$ cat config.mk
export PLATFORM = sky130hd
export DESIGN_NAME = prbs_pd_stream
export DESIGN_NICKNAME = d
export VERILOG_FILES = /design/src/rtl/prbs_pkg.sv /design/src/rtl/prbs_pd_stream_detector.sv /design/src/rtl/prbs_pd_stream.sv
export SDC_FILE = /design/constraint.sdc
export NUM_CORES = 1
export LEC_CHECK = 0
export BUFFER_PORTS_ARGS = -buffer_cell sky130_fd_sc_hd__clkbuf_2
export CORE_MARGIN = 1
export CORE_UTILIZATION = 58
export DETAILED_ROUTE_END_ITERATION = 10
export GPL_TIMING_DRIVEN = 0
export PLACE_DENSITY = 0.82
export SLEW_MARGIN = 20
export SYNTH_ARGS = -nofsm -noshare
export SYNTH_HDL_FRONTEND = slang
export SYNTH_SLANG_ARGS = --single-unit
$ cat constraint.sdc
create_clock -name CLK -period 4.4 [get_ports CLK]
set_input_delay 0.88 -clock CLK [delete_from_list [all_inputs] [get_ports CLK]]
set_output_delay 0.88 -clock CLK [all_outputs]
set_load 0.02 [all_outputs]
$ cat src/rtl/prbs_pkg.sv
// Shared types and helpers for the PRBS byte stream path.
// Holds the serialiser state encoding and byte-slice indexing.
package prbs_pkg;

    localparam int unsigned BYTE_W = 8;

    typedef enum logic {
        IDLE = 1'b0,
        SEND = 1'b1
    } state_e;

    // Bit offset of byte idx in an nbytes word, byte 0 being the MSB byte.
    function automatic int unsigned byte_lsb(
        input int unsigned nbytes,
        input int unsigned idx
    );
        return (nbytes - 1 - idx) * BYTE_W;
    endfunction

endpackage

$ cat src/rtl/prbs_pd_stream_detector.sv
// Sliding byte-window pattern detector with saturating match counter.
// Overlapping matches are reported; clear beats a coincident shift.
module pattern_window_detector
    import prbs_pkg::*;
#(
    parameter int                          WORD_BYTES = 4,
    parameter logic [WORD_BYTES*8-1:0]     PATTERN    = 32'hAABBCCDD,
    parameter int                          MATCH_W    = 16
) (
    input  logic               CLK,
    input  logic               RSTn,
    input  logic               shift_en,
    input  logic [BYTE_W-1:0]  byte_in,
    input  logic               clear,
    output logic               pattern_detected,
    output logic [MATCH_W-1:0] match_count
);

    localparam int W      = WORD_BYTES * BYTE_W;
    localparam int FILL_W = $clog2(WORD_BYTES + 1);
    localparam logic [FILL_W-1:0] FULL = FILL_W'(WORD_BYTES);

    logic [W-1:0]       win_q, win_d, shifted;
    logic [FILL_W-1:0]  fill_q, fill_d, fill_inc;
    logic [MATCH_W-1:0] cnt_q, cnt_d;
    logic               pd_q, pd_d;

    always_comb begin
        win_d    = win_q;
        fill_d   = fill_q;
        cnt_d    = cnt_q;
        pd_d     = 1'b0;
        shifted  = {win_q[W-BYTE_W-1:0], byte_in};
        fill_inc = (fill_q == FULL) ? fill_q : fill_q + 1'b1;
        if (clear) begin
            win_d  = '0;
            fill_d = '0;
            cnt_d  = '0;
        end else if (shift_en) begin
            win_d  = shifted;
            fill_d = fill_inc;
            if (shifted == PATTERN && fill_inc == FULL) begin
                pd_d = 1'b1;
                if (cnt_q != '1) begin
                    cnt_d = cnt_q + 1'b1;
                end
            end
        end
    end

    always_ff @(posedge CLK or negedge RSTn) begin
        if (!RSTn) begin
            win_q  <= '0;
            fill_q <= '0;
            cnt_q  <= '0;
            pd_q   <= 1'b0;
        end else begin
            win_q  <= win_d;
            fill_q <= fill_d;
            cnt_q  <= cnt_d;
            pd_q   <= pd_d;
        end
    end

    assign pattern_detected = pd_q;
    assign match_count      = cnt_q;

endmodule

$ cat src/rtl/prbs_pd_stream.sv
// Word-to-byte serialiser with repeat count, MSB byte first, plus a
// pattern detector watching every accepted output byte.
module prbs_pd_stream
    import prbs_pkg::*;
#(
    parameter int                          WORD_BYTES = 4,
    parameter logic [WORD_BYTES*8-1:0]     PATTERN    = 32'hAABBCCDD,
    parameter int                          CNT_W      = 8,
    parameter int                          MATCH_W    = 16
) (
    input  logic                    CLK,
    input  logic                    RSTn,
    input  logic                    in_valid,
    output logic                    in_ready,
    input  logic [WORD_BYTES*8-1:0] in_data,
    input  logic [CNT_W-1:0]        n,
    output logic                    out_valid,
    input  logic                    out_ready,
    output logic [BYTE_W-1:0]       out_data,
    output logic                    busy,
    input  logic                    clear,
    output logic                    pattern_detected,
    output logic [MATCH_W-1:0]      match_count
);

    localparam int W     = WORD_BYTES * BYTE_W;
    localparam int IDX_W = $clog2(WORD_BYTES);
    localparam int SEL_W = $clog2(W);
    localparam logic [IDX_W-1:0] LAST = IDX_W'(WORD_BYTES - 1);

    state_e           state_q, state_d;
    logic [W-1:0]     word_q, word_d;
    logic [CNT_W-1:0] rep_q, rep_d;
    logic [IDX_W-1:0] idx_q, idx_d;
    logic [SEL_W-1:0] lsb;
    logic             hs;

    always_comb begin
        state_d = state_q;
        word_d  = word_q;
        rep_d   = rep_q;
        idx_d   = idx_q;
        unique case (state_q)
            IDLE: begin
                if (in_valid) begin
                    word_d = in_data;
                    rep_d  = n;
                    idx_d  = '0;
                    if (n != '0) begin
                        state_d = SEND;
                    end
                end
            end
            SEND: begin
                if (out_ready) begin
                    if (idx_q == LAST) begin
                        idx_d = '0;
                        rep_d = rep_q - 1'b1;
                        if (rep_q == CNT_W'(1)) begin
                            state_d = IDLE;
                        end
                    end else begin
                        idx_d = idx_q + 1'b1;
                    end
                end
            end
            default: state_d = IDLE;
        endcase
    end

    always_ff @(posedge CLK or negedge RSTn) begin
        if (!RSTn) begin
            state_q <= IDLE;
            word_q  <= '0;
            rep_q   <= '0;
            idx_q   <= '0;
        end else begin
            state_q <= state_d;
            word_q  <= word_d;
            rep_q   <= rep_d;
            idx_q   <= idx_d;
        end
    end

    assign in_ready  = (state_q == IDLE);
    assign out_valid = (state_q == SEND);
    assign busy      = (state_q == SEND);
    assign hs        = out_valid & out_ready;

    // Byte select comes only from registered word and index.
    assign lsb      = SEL_W'(byte_lsb(WORD_BYTES, 32'(idx_q)));
    assign out_data = word_q[lsb +: BYTE_W];

    pattern_window_detector #(
        .WORD_BYTES (WORD_BYTES),
        .PATTERN    (PATTERN),
        .MATCH_W    (MATCH_W)
    ) u_det (
        .CLK              (CLK),
        .RSTn             (RSTn),
        .shift_en         (hs),
        .byte_in          (out_data),
        .clear            (clear),
        .pattern_detected (pattern_detected),
        .match_count      (match_count)
    );

endmodule

# Word level (Yosys, flattened, before mapping)
# Index checks and enable logic that the tools add are counted.
[word_totals]
input_bits = 45
output_inout_bits = 28
elab_cells = 60
reg_bits = 87
[op_classes]
n_addsub = 5
eq_ne = 9
muxes = 26
n_bitwise = 2
n_shift = 1
n_reduce_logical = 9
[op_table]
columns = ["op", "n"]
rows = [
  ["$mux W16", 4],
  ["$mux W24", 2],
  ["$eq A32 B32 Y1 const B", 1],
  ["$shiftx A32 B6 Y8", 1],
  ["$mux W8", 3],
  ["$add A16 B1 Y16 const B", 1],
  ["$ne A16 B16 Y1 const B", 1],
  ["$pmux W8 S2", 1],
  ["$mux W3", 3],
  ["$eq A8 B1 Y1 const B", 1],
  ["$mux W1", 8],
  ["$reduce_bool A8 Y1", 1],
  ["$sub A8 B1 Y8 const B", 1],
  ["$eq A3 B3 Y1 const B", 2],
  ["$mux W2", 3],
  ["$reduce_and A3 Y1", 2],
  ["$reduce_bool A2 Y1", 3],
  ["$ne A2 B2 Y1 const B", 2],
  ["$pmux W2 S2", 1],
  ["$reduce_and A2 Y1", 2],
  ["$add A3 B1 Y3 const B", 1],
  ["$add A2 B1 Y2 const B", 1],
  ["$eq A2 B2 Y1 const B", 1],
  ["$ne A2 B1 Y1 const B", 1],
  ["other kinds (5)", 5],
]

# Depth between registers and ports, before layout
# Gate-level depths: netlist (run 1).
[depth]
word_depth = 7
depth_mapped = 9
depth_no_buf = 7

# Modules after synthesis
# Synthesis (run 1) repeated with hierarchy kept, for this count alone.
[hier_totals]
hier_cells = 444
hier_area_um2 = 4425.5
[modules_own_cells]
columns = ["mod", "n_inst", "area_each_um2", "seq_area_each_um2", "cells_each"]
rows = [
  ["pattern_window_detector", 1, 2277.2, 1101.1, 216],
  ["prbs_pd_stream", 1, 2148.3, 1076.0, 228],
]

# Worst setup path after synthesis (run 1)
# OpenSTA, ideal clock, no wires.
[synth_path]
path_kind = "reg-to-reg"
from = "reg idx_q[0]"
to = "reg u_det.cnt_q[10], in the netlist u_det.match_count[10]"
n_path_buf = 3
t_arrival_ns = 2.533
setup_ns = 0.125
slack_ns = 1.742
stages_incl_launch_ff = 8
t_required_ns = 4.275
period_less_slack_ns = 2.658
path_cell_list = "dfrtp_1 > buf_6 > mux4_2 > or4b_1 > buf_2 > buf_6 > nor4_1 > mux2_2"
[synth_between]
elab_chain_len = 6
[synth_lines]
columns = ["item", "line_no", "text"]
rows = [
  ["start: declaration", "prbs_pd_stream.sv:34", "logic [IDX_W-1:0] idx_q, idx_d;"],
  ["start signal: assignment", "prbs_pd_stream.sv:81", "idx_q <= idx_d;"],
  ["$sub A2 B2 Y2", "prbs_pkg.sv:17", "return (nbytes - 1 - idx) * BYTE_W;"],
  ["$shiftx A32 B6 Y8", "prbs_pd_stream.sv:92", "assign out_data = word_q[lsb +: BYTE_W];"],
  ["net out_data[5]", "prbs_pd_stream.sv:19", "output logic [BYTE_W-1:0] out_data,"],
  ["$eq A32 B32 Y1", "prbs_pd_stream_detector.sv:42", "if (shifted == PATTERN && fill_inc == FULL) begin"],
  ["$logic_and A1 B1 Y1", "prbs_pd_stream_detector.sv:42", ""],
  ["$reduce_bool A2 Y1 (no line)", "-", ""],
  ["$reduce_and A3 Y1 (no line)", "-", ""],
  ["end signal: assignment", "prbs_pd_stream_detector.sv:60", "cnt_q <= cnt_d;"],
  ["end: declaration", "prbs_pd_stream_detector.sv:25", "logic [MATCH_W-1:0] cnt_q, cnt_d;"],
]
# The timed path passes the listed nets, and every way through them passes these cells.
# A chain may end at the register's enable or synchronous reset.

# Worst setup path after layout (run 1)
[layout_path]
from = "reg u_det.fill_q[0]"
to = "reg u_det.cnt_q[0], in the netlist u_det.match_count[0]"
[layout_between]
elab_chain_len = 6
word_cells_on_any_way = 7
cone_classes = "add/sub: 1; eq/ne: 2; mux: 1; reduce/logical: 3"
[layout_lines]
columns = ["item", "line_no", "text"]
rows = [
  ["start: declaration", "prbs_pd_stream_detector.sv:24", "logic [FILL_W-1:0] fill_q, fill_d, fill_inc;"],
  ["start signal: assignment", "prbs_pd_stream_detector.sv:59", "fill_q <= fill_d;"],
  ["$add A3 B1 Y3 / $eq A3 B3 Y1 (equally long branches)", "prbs_pd_stream_detector.sv:34", "fill_inc = (fill_q == FULL) ? fill_q : fill_q + 1'b1;"],
  ["$mux W3 *", "prbs_pd_stream_detector.sv:34", ""],
  ["$eq A3 B3 Y1 *", "prbs_pd_stream_detector.sv:42", ""],
  ["$logic_and A1 B1 Y1 *", "prbs_pd_stream_detector.sv:42", ""],
  ["$reduce_bool A2 Y1 (no line) *", "-", ""],
  ["$reduce_and A3 Y1 (no line) *", "-", ""],
]
# Every way passes the cells marked *; elsewhere a longest branch is shown, timed or not.

==> run metrics, run 1 <==
Core Area 6940 sq um; Synth top cells by count 160 x nand2_1, 87 x dfrtp_1, 46 x a21oi_1, 20 x clkbuf_1, 15 x nor2_1; count leader, synth nand2_1; Final Skew 0.00783 ns; hold_buf cts 0; Worst setup EP type flop; DRC 0; total CTS buffers 9; drt first-iter violations 280; PD cells 565 nW/um^2; Initial Util 61.6%; final setup fails 0; RSZ-0062 raised after global routing no; Slew Viols, Final 0; Vias/cell 5.95; post-synthesis async set-or-reset flop share 100%; initial antenna violation count 0; crit-path leading delay family simple AND/OR/NAND/NOR gates; fin cells 652; post-CTS sizing 0; fin nets 603; Synth cell types 45; Avg WL per Cell 15.8 um; vias in the first global route 3,674; post-placement cell count 637; total power 2.82 mW; Root Buffer clkbuf_8; Fin. Hold Viols 0; syn nets 520; yosys warns 0; total of max-cap violations 0; fmax 327 MHz; Ant. Diodes 0; EDFF count, synth 0; Crit Path Category reg2reg; pin count of the biggest net entering global routing 88; CP cell instances inv_1 -> ha_1 -> or4b_2 -> nor2_1 -> nand4_1 -> clkbuf_1 -> nor3b_2 -> mux2_2; crit share post-route 69.5%; fraction of layout cells with a size suffix above 1 19.6%; post-synthesis sequential area ratio 50.9%; Syn-to-layout area delta 16.6%; WL final 10,300 um; mapped cell area 4280 sq um; static leakage 2.30 nW; DRT Pass-1 Iters 4; #FFs+latches synth 87; Final ANT Viol Nets 0; post-synth top area cell dfrtp_1; share of the synthesized area in the top cell type 50.9%; Cells after Synth 469; Worst Setup Start Kind flop; ys flop type dfrtp_1; hold crit path type reg2reg; top cells by area, synth dfrtp_1 51%, nand2_1 14%, a21oi_1 5.4%; CP max FO 10; GRT Resource Usage Total 28.9%; vias 3,877; CTS tree built; worst rel slew slack 54.4%; GR Overflow Total 0; io pins 73; crit path buf inv count 2; die width 87.9 um; Die H 87.9 um; worst slew pin tran 0.677 ns; postcts setup bufs 0; Worst path slowest cell or4b_2; Clock Pin Slew Worst Setup and Hold Paths 0.09 ns; status complete, no violations; Syn Area/Cell 9.12 sq um; CP peak stage delay 0.64 ns; row count 30; Worst Path Required 4.63 ns; H-tree depth 3; WP data arrival 3.29 ns; PortBufs 72; Post-DP HPWL 7070 um; maximum vdd ir drop 0.387 mV; first-pass GRT wire length 17,100 um; Die ar. 7720 sq um; min cycle time layout 3.06 ns; Setup TNS Final 0 ns; clk buf depth 2; placer's final routability congestion estimate 0.889; Worst-Skew Late Latency 0.35 ns; clock net sink count 87
-- cell families after synthesis --
logic type      count (synthesis)  synth area share (%)
fa+ha+maj                       6                  1.75
compound gates                 75                  9.97
xor+xnor                        1                 0.205
buf+inv                        34                  3.48
mux                            17                  6.46
flops                          87                  50.9
simple gates                  249                  27.2
-- registers in the layout (all words and copies together), names as in the netlist --
name / flops
u_det.win_q: 24
rep_q: 8
idx_q: 2
u_det.fill_q: 3
busy: 1
u_det.match_count: 16
word_q: 32
u_det.pattern_detected: 1
-- metrics by stage --
| stage | instance area, sq um | hold slack (ns) | utilization (%) | setup slack [ns] |
|---|---|---|---|---|
| global placement | 4760 | 0.453 | 68.5 | 1.47 |
| global route | 4990 | 0.505 | 71.8 | 1.16 |
| detailed placement | 4770 | 0.457 | 68.6 | 1.42 |
| floorplan | 4280 | 0.440 | - | 1.74 |
| finish | 4990 | 0.477 | 71.8 | 1.34 |
| CTS | 4990 | 0.482 | 71.8 | 1.39 |
-- power breakdown --
| part | switching (mW) | internal [mW] |
|---|---|---|
| Clock | 0.285 | 0.333 |
| Sequential | 0.147 | 1.01 |
| Combinational | 0.641 | 0.405 |
| Total | 1.07 | 1.74 |
-- worst min-delay path: stages (launching register included) --
cell and delay [ns]:
dfrtp_1 0.35, nand2_1 0.05, nand2_1 0.05
-- metal layers --
metal | global-route usage, % | routed length [um]
met4 | 10.1 | 140
met3 | 4.24 | 607
met2 | 47.9 | 5140
met1 | 39.0 | 4410
met5 | 0 | 0
-- layout make-up --
type,count,area (sq um)
Fill cell,511,1960
Sequential cell,87,2180
Inverter,6,22.5
Clock buffer,10,138
Clock inverter,5,81.3
Multi-Input combinational cell,348,1950
Tap cell,96,120
Buffer,28,126
Timing Repair Buffer,72,369
-- cell usage in the layout, fill, tap and decap left out, types with 9 or more instances in the layout --
cell type  synthesis  routed
a21oi_1           46      46
clkbuf_1          20      20
clkbuf_2           0      71
clkbuf_8           0      11
dfrtp_1           87      87
nand2_1          160     160
nand3_1            9       9
nand4_1           13      13
nor2_1            15      15
nor4_1             9       9
o31ai_1           11      11
or4_1             11      11
-- final timing paths --
check | from | end | slack (ns) | cells after the start
min | word_q[17] | word_q[17] | 0.48 | 2
max reg2reg | u_det.fill_q[0] | u_det.match_count[0] | 1.34 | 8
min in group asynchronous | RSTn | u_det.match_count[5] | 0.56 | 1
max in group asynchronous | RSTn | word_q[9] | 3.35 | 1
max | u_det.fill_q[0] | u_det.match_count[0] | 1.34 | 8
min reg2reg | word_q[17] | word_q[17] | 0.48 | 2
(Power assumes the default switching activity.)
==> run 2, diff against run 1 <==
- CORE_UTILIZATION: 58 -> 51
- PLACE_DENSITY: 0.82 -> 0.76
- clock period: 4.4 -> 2.71 ns (I/O delays scaled with it)
==> run 2 against run 1 <==
  * Core utilization down 7.8 points
  * Combinational power up 73%
  * Final area is 5.0% higher
  * Register-to-register slack got worse by 1.3 ns
  * Global-route usage down 2.7 points
  * Via count shrank 0.28%
  * Routed wire length rose by 3.6%
  * Critical path depth is 2 lower
  * Non-clock buffer count rose by 10
  * Cell count is 3.1% higher
  * Worst hold slack worse by 0.26 ns
  * Count of clock-buffer cells in the layout is 1 lower
  * Critical path type unchanged
  * Critical endpoint is now u_det.match_count[12]
  * Largest power group unchanged
  * Highest routed layer unchanged
==> run metrics, run 2 (same netlist as run 1, synthesis figures left out) <==
fraction of layout cells with a size suffix above 1 24.3% (+4.7 points); commonest non-fill, non-tap cell in the layout nand2_1; PD cells 884 nW/um^2 (+56%); fmax 378 MHz (+15%); DRT Pass-1 Iters 5 (+1); Clock Pin Slew Worst Setup and Hold Paths 0.10 ns (about the same); Root Buffer clkbuf_8; initial antenna violation count 0 (unchanged); pre-CTS setup slack -0.285 ns (-1.70 ns); RSZ-0062 raised after global routing yes; Die ar. 8760 sq um (+13%); fin nets 613 (+1.7%); CTS tree built; PortBufs 72 (unchanged); vias 3,866 (-0.28%); pin count of the biggest net entering global routing 88 (unchanged); io pins 73 (unchanged); total of max-cap violations 0 (unchanged); Worst Setup Start Kind flop; WP data arrival 2.89 ns (-0.40 ns); Vias/cell 5.75 (-3.3%); first-pass GRT wire length 17,900 um (+4.6%); Worst Path Required 2.95 ns (-1.68 ns); GRT Resource Usage Total 26.1% (-2.7 points); Worst-Skew Late Latency 0.36 ns (about the same); worst slew pin tran 1.02 ns (+0.340 ns); maximum vdd ir drop 0.540 mV (+39%); vias in the first global route 3,767 (+2.5%); Die H 93.6 um (+6.5%); status complete, no violations; Post-DP HPWL 7140 um (+1.0%); H-tree depth 3 (unchanged); drt first-iter violations 280 (unchanged); Fin. Hold Viols 0 (unchanged); static leakage 2.43 nW (+5.7%); total power 4.63 mW (+64%); worst rel slew slack 31.7% (-23 points); max FFs per register 32 (unchanged); hold crit path type in2async; DRC 0 (unchanged); Final ANT Viol Nets 0 (unchanged); Initial Util 52.3% (-9.3 points); WL final 10,700 um (+3.6%); Core Area 8180 sq um (+18%); GR Overflow Total 0 (unchanged); Post-Route Utilization 64.0% (-7.8 points); final setup fails 0 (unchanged); Worst setup EP type flop; Avg WL per Cell 15.9 um (+0.53%); Slew Viols, Final 0 (unchanged); largest register by flop count word_q; Ant. Diodes 0 (unchanged); worst-case hold slack 0.217 ns (-0.261 ns); Final Skew 0.0130 ns (+0.00521 ns); min cycle time layout 2.65 ns (-0.409 ns); clk buf depth 2 (unchanged); CP max FO 10 (unchanged); Syn-to-layout area delta 22.4%; commonest non-fill, non-tap cells in the layout 160 x nand2_1, 87 x dfrtp_1, 71 x clkbuf_2; final worst setup slack 0.0616 ns (-1.28 ns); placer's final routability congestion estimate 0.871 (-2.1%); total CTS buffers 9 (unchanged); Crit Path Category reg2reg; clock net sink count 87 (unchanged); crit share post-route 97.7% (+28 points); die width 93.6 um (+6.5%); row count 33 (+10%)
run 2: cell count changes in the layout (fill, tap and decap cells not counted), moves of 4 or more:
cell | before | now
clkinv_4 | 0 | 4
mux2_2 | 5 | 1
o31ai_1 | 11 | 7
nor4_4 | 0 | 4
nor4_1 | 9 | 4
a21oi_2 | 0 | 4
buf_4 | 1 | 12
mux2_4 | 0 | 4
a21oi_1 | 46 | 42
run 2: per-stage QoR:
| stage | area, sq um | instances | setup TNS (ns) |
|---|---|---|---|
| after floorplan | 4280 | 469 | 0 |
| after global placement | 4770 | 646 | -1.22 |
| after detailed placement | 4780 | 646 | -1.85 |
| after CTS | 5120 | 669 | 0 |
| after global routing | 5240 | 672 | -0.0320 |
| final | 5240 | 672 | 0 |
run 2: critical path, cell delays in order (launching register included):
cell,delay [ns]
dfrtp_1,0.40
buf_8,0.16
mux4_2,0.53
or4b_4,0.61
buf_8,0.18
nor4_4,0.31
mux2_4,0.33
run 2: final timing paths:
check | from | to | slack (ns) | depth (start not counted)
worst max-delay path | idx_q[0] | u_det.match_count[12] | 0.06 | 6
worst min-delay path | RSTn | u_det.match_count[3] | 0.22 | 1
worst max register to register | idx_q[0] | u_det.match_count[12] | 0.06 | 6
worst min register to register | word_q[4] | word_q[4] | 0.47 | 2
max in group asynchronous | RSTn | word_q[5] | 2.02 | 1
min in group CLK | in_data[6] | word_q[6] | 0.37 | 3
run 2: what timing repair did:
| item | in CTS | in global routing |
|---|---|---|
| pin swaps | 2 | 5 |
| gates cloned | 0 | 0 |
| hold buffers | 0 | 0 |
| setup buffers | 7 | 4 |
| endpoints found under the setup margin | 16 | 15 |
| resized for setup | 18 | 21 |
run 2: cell type report:
class                      instances  area (sq um)
buffer                            27           134
clock inverter                     7          81.3
tap                              105           131
sequential                        87          2180
multi-input combinational        348          2110
timing repair buffer              83           455
clock buffer                       9           124
fill                             688          2940
inverter                           6          22.5
run 2: where the power goes:
part / internal (mW) / switching [mW] / total [mW]
clock: 0.436 / 0.503 / 0.939
combinational: 0.746 / 1.08 / 1.82
sequential: 1.63 / 0.232 / 1.87
run 2: layer usage:
layer  vias to the layer above  wire length [um]  part of all wire (%)  track usage (%)
met5                         -                 0                     0                0
met4                         0               164                   1.5             10.8
met3                        15               561                   5.3             4.07
met2                       146              5190                    49             40.5
met1                      1881              4750                    45             36.7
li1                       1824                 -                     -                -
==> run 3, diff against run 2 <==
- CORE_ASPECT_RATIO: unset -> 1.4
==> run 3 against run 2 <==
  * The run now ends with max-capacitance violations, max-slew violations, negative setup slack left
  * Sequential power barely moved
  * Flip-flop and latch count stayed put
  * Combinational power down 3%
  * Clock skew down 0.0044 ns
  * Global-route usage decreased by 0.24 points
  * Clock power increased by 33%
==> run metrics, run 3 (same netlist as run 1, synthesis figures left out) <==
post-placement cell count 643 (-0.46%); final setup fails 1 (+1); worst slew pin tran 1.50 ns (+0.487 ns); Setup TNS Final -0.0322 ns (-0.0322 ns); fin cells 667 (-0.74%); CP startpoint u_det.fill_q[0]; Most Crowded Layer GR met2; status finished, violations left; io pins 73 (unchanged); Vias/cell 5.71 (-0.68%); hold crit path type in2async; maximum vdd ir drop 0.670 mV (+24%); crit share post-route 101% (+3.5 points); Avg WL per Cell 16.1 um (+1.7%); Syn-to-layout area delta 23.5%; Crit Path Category reg2reg; global routing usage on met1 32.4% (-4.3 points); total of max-cap violations 1 (+1); final worst setup slack -0.0322 ns (-0.0938 ns); DRC 0 (unchanged); commonest non-fill, non-tap cell in the layout nand2_1; met3 GRT Util 4.28% (+0.21 points); static leakage 2.46 nW (+0.93%); fmax 365 MHz (-3.4%); Die H 110 um (+18%); Final Skew 0.00863 ns (-0.00442 ns); PortBufs 72 (unchanged); Post-Route Utilization 64.8% (+0.81 points); commonest non-fill, non-tap cells in the layout 160 x nand2_1, 87 x dfrtp_1, 71 x clkbuf_2; switching power 1.80 mW (-0.80%); Worst Setup Start Kind flop; row count 39 (+18%); clk buf depth 2 (unchanged); pin count of the biggest net entering global routing 88 (unchanged); Initial Util 52.5% (+0.17 points); PD cells 926 nW/um^2 (+4.8%); Root Buffer clkbuf_16; Clk pwr share 25.6% (+5.3 points); GR Overflow Total 0 (unchanged); first-pass GRT wire length 17,200 um (-3.9%); Worst-Skew Late Latency 0.34 ns (-0.02 ns); failing checks max-capacitance violations, max-slew violations, negative setup slack; CTS tree built; min cycle time layout 2.74 ns (+0.0938 ns); pre-CTS setup slack -0.326 ns (-0.0409 ns); worst rel slew slack -1.34% (-33 points); vias 3,811 (-1.4%); GRT Resource Usage Total 25.9% (-0.24 points); WL final 10,800 um (+0.92%); drt first-iter violations 347 (+24%); Final ANT Viol Nets 0 (unchanged); WP data arrival 2.97 ns (+0.08 ns); Worst Path Required 2.94 ns (about the same); fin area 5280 sq um (+0.93%); fillers 649 (-5.7%); Core Area 8150 sq um (-0.32%); Slew Viols, Final 7 (+7); Worst setup EP type flop; CP peak stage delay 0.49 ns (-0.12 ns); switch share 36.7% (-2.4 points); placed inst area 4770 sq um (about the same); hold_buf cts 0 (unchanged); fin nets 611 (-0.33%); GR Layer Usage met2 44.5% (+4.0 points); Internal Power 3.10 mW (+9.9%); vias in the first global route 3,577 (-5.0%); Ant. Diodes 0 (unchanged); Fin. Hold Viols 0 (unchanged); total CTS buffers 9 (unchanged); clock net sink count 87 (unchanged); CP max FO 10 (unchanged); placer's final routability congestion estimate 0.887 (+1.9%); Reg power frac 38.2% (-2.1 points); worst-case hold slack 0.233 ns (+0.0167 ns); H-tree depth 3 (unchanged); Post-DP HPWL 7180 um (+0.49%); max FFs per register 32 (unchanged); Worst path slowest cell or3b_2; Clock Pin Slew Worst Setup and Hold Paths 0.07 ns (-0.03 ns); fraction of layout cells with a size suffix above 1 23.5% (-0.80 points); RR Startpoint u_det.fill_q[0]; die width 79.4 um (-15%); CP cell instances buf_4 -> ha_1 -> or3b_2 -> a311oi_2 -> nand4_1 -> buf_4 -> nor3b_4 -> mux2_2; Gate power share 36.2% (-3.2 points); largest register by flop count word_q; DRT Pass-1 Iters 5 (unchanged); crit-path most repeated cell buf_4; Die ar. 8760 sq um (about the same); initial antenna violation count 0 (unchanged); total power 4.89 mW (+5.7%)
-- run 3: layout make-up --
type                            count  area [sq um]  share of cell area [%]
Timing Repair Buffer               81           438                    8.29
Clock inverter                      5          57.6                    1.09
Buffer                             27           129                    2.44
Multi-Input combinational cell    348          2090                    39.5
Tap cell                          102           128                    2.42
Inverter                            6          22.5                   0.426
Clock buffer                       11           243                    4.59
Sequential cell                    87          2180                    41.2
-- run 3: final timing paths --
| check | to | slack [ns] | depth (start not counted) |
|---|---|---|---|
| setup / recovery | u_det.match_count[0] | -0.03 | 8 |
| max in group asynchronous | word_q[26] | 1.97 | 1 |
| setup reg to reg | u_det.match_count[0] | -0.03 | 8 |
| hold / removal | rep_q[0] | 0.23 | 1 |
| min in group CLK | word_q[25] | 0.39 | 3 |
| hold reg to reg | word_q[14] | 0.47 | 2 |
-- run 3: power groups by stage --
stage	combinational [mW]	clock, mW	sequential (mW)
after CTS	1.74	1.25	1.86
after global placement	1.63	0	1.87
after global routing	1.97	1.32	1.91
after floorplan	1.22	0	1.83
final	1.77	1.25	1.87
after detailed placement	1.68	0	1.88
-- run 3: timing repair --
item	CTS	global route
gates cloned	0	1
gates resized for setup	8	26
pin swaps	1	7
setup buffers	7	1
setup endpoints to repair	16	15
-- run 3: worst max-delay path, delay by kind of cell (launching register included) --
kind | cells | cell delay (ns)
AOI/OAI and AO/OA | 1 | 0.27
adders and majority gates | 1 | 0.25
buffers and inverters | 2 | 0.43
DFF | 1 | 0.40
muxes | 1 | 0.37
and+or+nand+nor | 3 | 0.93
-- run 3: layer usage --
metal	vias up	part of all wire [%]
li1	1821	-
met1	1819	40
met2	150	53
met3	21	5.2
met4	0	1.7
met5	-	0
